--- src/rtl/msb_scan_sequencer.sv ---
// rtl/msb_scan_sequencer.sv - walks the set bits of a captured word MSB first; SCAN_COUNT_EN adds ones_count
module msb_scan_sequencer #(
   parameter int WIDTH = 16,
   parameter int IDX_W = $clog2(WIDTH)
) (
   input  logic             clk,
   input  logic             rst,
   input  logic             start,
   input  logic [WIDTH-1:0] data_in,
   output logic             busy,
   output logic             idx_valid,
   output logic [IDX_W-1:0] idx,
   input  logic             idx_ready,
   output logic             last,
   output logic             multiple_ones,
   output logic             done
`ifdef SCAN_COUNT_EN
   ,
   output logic [IDX_W:0]   ones_count
`endif
);

   typedef enum logic [1:0] {
      IDLE = 2'd0,
      SCAN = 2'd1,
      DONE = 2'd2
   } state_t;

   state_t           state;
   state_t           state_next;
   logic [WIDTH-1:0] work;
   logic [IDX_W-1:0] msb_idx;
   logic             single_bit;
   logic             accept;
   logic             xfer;

   // Priority encoder: the highest set bit of the working register wins.
   always_comb begin
      msb_idx = '0;
      for (int i = 0; i < WIDTH; i++) begin
         if (work[i]) msb_idx = IDX_W'(i);
      end
   end

   assign single_bit = (work != '0) && ((work & (work - WIDTH'(1))) == '0);
   assign accept     = (state == IDLE) && start;
   assign xfer       = (state == SCAN) && idx_ready;

   // State register, working word, multiple-ones flag (and optional transfer counter).
   always_ff @(posedge clk) begin
      if (rst) begin
         state         <= IDLE;
         work          <= '0;
         multiple_ones <= 1'b0;
`ifdef SCAN_COUNT_EN
         ones_count    <= '0;
`endif
      end else begin
         state <= state_next;
         if (accept) begin
            work          <= data_in;
            multiple_ones <= (data_in & (data_in - WIDTH'(1))) != '0;
`ifdef SCAN_COUNT_EN
            ones_count    <= '0;
`endif
         end else if (xfer) begin
            work <= work & ~(WIDTH'(1) << msb_idx);
`ifdef SCAN_COUNT_EN
            ones_count <= ones_count + 1'b1;
`endif
         end
      end
   end

   // Next-state decode and state-derived outputs; idx/last only depend on the work register.
   always_comb begin
      state_next = state;
      busy       = 1'b0;
      idx_valid  = 1'b0;
      idx        = '0;
      last       = 1'b0;
      done       = 1'b0;
      case (state)
         IDLE: begin
            if (start) state_next = (data_in != '0) ? SCAN : DONE;
         end
         SCAN: begin
            busy      = 1'b1;
            idx_valid = 1'b1;
            idx       = msb_idx;
            last      = single_bit;
            if (idx_ready && single_bit) state_next = DONE;
         end
         DONE: begin
            busy       = 1'b1;
            done       = 1'b1;
            state_next = IDLE;
         end
         default: state_next = IDLE;
      endcase
   end

endmodule

--- config.mk ---
export PLATFORM = sky130hd
export DESIGN_NAME = msb_scan_sequencer
export DESIGN_NICKNAME = d
export VERILOG_FILES = /design/src/rtl/msb_scan_sequencer.sv
export SDC_FILE = /design/constraint.sdc
export NUM_CORES = 1
export LEC_CHECK = 0
export CORE_ASPECT_RATIO = 1.4
export CORE_MARGIN = 3
export CORE_UTILIZATION = 40
export CTS_CLUSTER_DIAMETER = 120
export DETAILED_ROUTE_END_ITERATION = 10
export HOLD_SLACK_MARGIN = 0.12
export PLACE_DENSITY_LB_ADDON = 0.12
export SLEW_MARGIN = 20
export SYNTH_ARGS = -nofsm -noshare
export SYNTH_HDL_FRONTEND = slang
export SYNTH_SLANG_ARGS = --single-unit
--- constraint.sdc ---
create_clock -name clk -period 2 [get_ports clk]
set_clock_uncertainty 0.05 [all_clocks]
set_input_delay 0.2 -clock clk [delete_from_list [all_inputs] [get_ports clk]]
set_output_delay 0.2 -clock clk [all_outputs]
set_load 0.02 [all_outputs]
==> summary.md <==
| Metric | Value |
|---|---|
| CP Capture Type | `primary output` |
| Die height | `approximately 78 um` |
| Area delta synth->final | `64.2%` |
| Core area | `approximately 3500 um2` |
| Final non-filler cell total | `330` |
| Fin nets | `314` |
| CTS Sinks | `19` |
| H-tree levels | `1` |
| IO buf count | `28` |
| CTS Root Cell | `clkbuf_8` |
| Vias in the first global route | `approximately 2000` |
| Syn nets | `around 230` |
| Layout cells sized above 1 | `0.352` |
| CTS tree | `yes` |
| Run status | `complete, but fails checks` |
| First-pass GRT wire length | `8860 um` |
| Drc violations | `0` |
| Clk_lat worst skew | `roughly 0.26 ns` |
| Period utilization | `1.14` |
| Placed cell count | `about 320` |
| Failing checks | `setup timing` |
| PD cells | `approximately 1300 nW/um2` |
| RSZ-0062 raised after global routing | `yes` |
| Critical path type | `register to primary output` |
| Largest net degree at the start of global routing | `27` |
| Syn Area/Cell | `7.26 um2` |
| Minimum clock period | `roughly 2.3 ns` |
| Global-route usage over all layers | `0.248` |
| Average wire per standard cell | `about 17 um` |
| Setup crit start kind | `register` |
| Worst VDD drop | `about 0.93 mV` |
| Post-Syn Area | `around 1500 um2` |
| Yosys reg bits | `19` |
| Number of synthesized flops with an enable pin | `0` |
| Antenna Nets Post-Route | `0` |
| Final HPWL from detailed placement | `between 4000 and 5000 um` |
| Clock slew at reported path FFs | `0.07 ns` |
| Max-slew violation count | `0` |
| Num rows | `25` |
| Antenna cells | `0` |
| Fillers | `293` |
| Starting density of the core | `0.431` |
| Initial DRC Count | `90` |
| Vias | `between 2000 and 2500` |
| CP required | `1.75 ns` |
| Via-per-instance ratio | `just over 6` |
| Register-to-register setup slack | `-0.24 ns` |
| DR pass1 iterations | `4` |
| Asr flop ratio synth | `0` |
| Most used flip-flop cell after synthesis | `dfxtp_1` |
| CP max FO | `3` |
| Pleak | `roughly 1 nW` |
| Final setup vio count | `3` |
| Achievable frequency | `438 MHz` |
| Setup_tns | `-0.755 ns` |
| Critical Path AT | `between 2 and 2.5 ns` |
| Hold buffer count at cts | `0` |
| Final wirelength | `approximately 5600 um` |
| Clock Tree Buf Depth | `2` |
| Distinct cells, synth | `45` |
| Io pins | `29` |
| Post-route setup slack | `-0.283 ns` |
| CTS Buf Count | `3` |
| Gr ovfl total | `0` |
| Worst-Margin Slew | `0.411 ns` |
| Worst slack, placed | `-0.524 ns` |
| Max-cap viol count | `0` |
| Hold Fails Final Rpt | `0` |
| Die ar. | `4520 um2` |
| Worst Hold Class | `input pin to register` |
| Post-synthesis sequential area ratio | `0.254` |
| Slew HR | `0.725` |
| Initial antenna violation count | `0` |
| Routability congestion estimate | `1.00` |
| Cells after Synth | `about 200` |
| Die Width | `57.7 um` |
| Yosys warnings | `0` |
-- layer usage --
layer,GRT usage,up-vias,share of wire,routed length (um)
met2,0.445,64,0.53,2970
met3,0.0263,27,0.035,196
li1,-,947,-,-
met1,0.274,964,0.39,2180
met4,0.146,0,0.047,262
met5,0,-,0,0
-- worst max-delay path, cell delays in order, from the launching register on --
cell and delay, ns:
dfxtp_2 0.32, or4_4 0.57, o22ai_1 0.25, nand4_1 0.19, nor4_4 0.28, buf_4 0.17
-- kinds of logic (layout without fill, tap and decap cells) --
family                   after synthesis  after routing  synth area share
flip-flops                            19             19             0.254
multiplexers                           2              2            0.0134
buffers and inverters                 19            103            0.0493
AO/OA/AOI/OAI                         56             56             0.263
adder cells (fa/ha/maj)                7              7            0.0518
AND/OR/NAND/NOR                      103            103             0.368
-- layout make-up --
| cell class | instances | area [um2] | area share |
|---|---|---|---|
| Sequential cell | 19 | 384 | 0.156 |
| Clock inverter | 1 | 5.00 | 0.00204 |
| Multi-Input combinational cell | 168 | 1190 | 0.486 |
| Tap cell | 40 | 50.0 | 0.0204 |
| Clock buffer | 3 | 41.3 | 0.0168 |
| Timing Repair Buffer | 92 | 756 | 0.308 |
| Inverter | 7 | 26.3 | 0.0107 |
-- placed cells by master, fill, tap and decap left out, types with 4 or more instances in the layout --
cell type / instances
buf_4: 67
nand2_1: 24
clkdlybuf4s50_1: 16
dfxtp_1: 16
nor2_1: 15
nor3_1: 13
a21oi_1: 13
inv_1: 7
nand3_1: 7
nor3b_1: 7
o21ai_0: 5
o211ai_1: 5
nor4_2: 4
o31a_1: 4
nor4_1: 4
maj3_1: 4
dlymetal6s2s_1: 4
-- power by group --
group	total [W]	internal (W)	switching (W)
Sequential	0.000556	0.000480	0.0000766
Clock	0.000267	0.000139	0.000128
Combinational	0.00227	0.00107	0.00120
Total	0.00309	0.00169	0.00140
-- repair_timing --
item / CTS / global route
hold endpoints to repair: 0 / 0
setup buffers: 6 / 1
pin swaps: 10 / 12
endpoints found under the setup margin: 9 / 10
gates resized for setup: 37 / 23
-- through the flow --
step | power (W) | util | hold slack [ns] | cell area [um2]
floorplan | 0.00166 | - | 0.283 | 1540
global placement | 0.00245 | 0.646 | 0.450 | 2240
detailed placement | 0.00252 | 0.646 | 0.468 | 2240
CTS | 0.00293 | 0.688 | 0.481 | 2390
global route | 0.00331 | 0.708 | 0.342 | 2460
finish | 0.00309 | 0.708 | 0.329 | 2460
-- worst paths after layout --
kind | startpoint | end | depth (start not counted)
setup / recovery | work[9] | last | 5
hold / removal | data_in[3] | work[3] | 4
setup reg to reg | work[7] | state[0] | 8
hold reg to reg | multiple_ones | multiple_ones | 2
-- cell usage after synthesis, drive strengths merged (3+ instances only) --
library cell | instances | share of area
nor3b | 7 | 0.035
inv | 7 | 0.018
o41ai | 3 | 0.023
nor4 | 11 | 0.054
or4 | 4 | 0.023
nor3 | 13 | 0.043
a211oi | 3 | 0.015
ha | 3 | 0.025
nor2 | 16 | 0.040
or3 | 5 | 0.021
o31a | 4 | 0.023
o22ai | 3 | 0.013
and2 | 3 | 0.013
nand4 | 3 | 0.013
nand3 | 7 | 0.023
nand2 | 25 | 0.063
nand2b | 4 | 0.017
a21oi | 16 | 0.054
maj3 | 4 | 0.027
o211ai | 5 | 0.025
o21ai | 7 | 0.023
dfxtp | 19 | 0.25
clkbuf | 10 | 0.025
-- sequential cells by signal, indices dropped and copies added, names as in the netlist --
signal         flops
multiple_ones      1
state              2
work              16
Note: power is estimated with default switching activity, not from simulation.
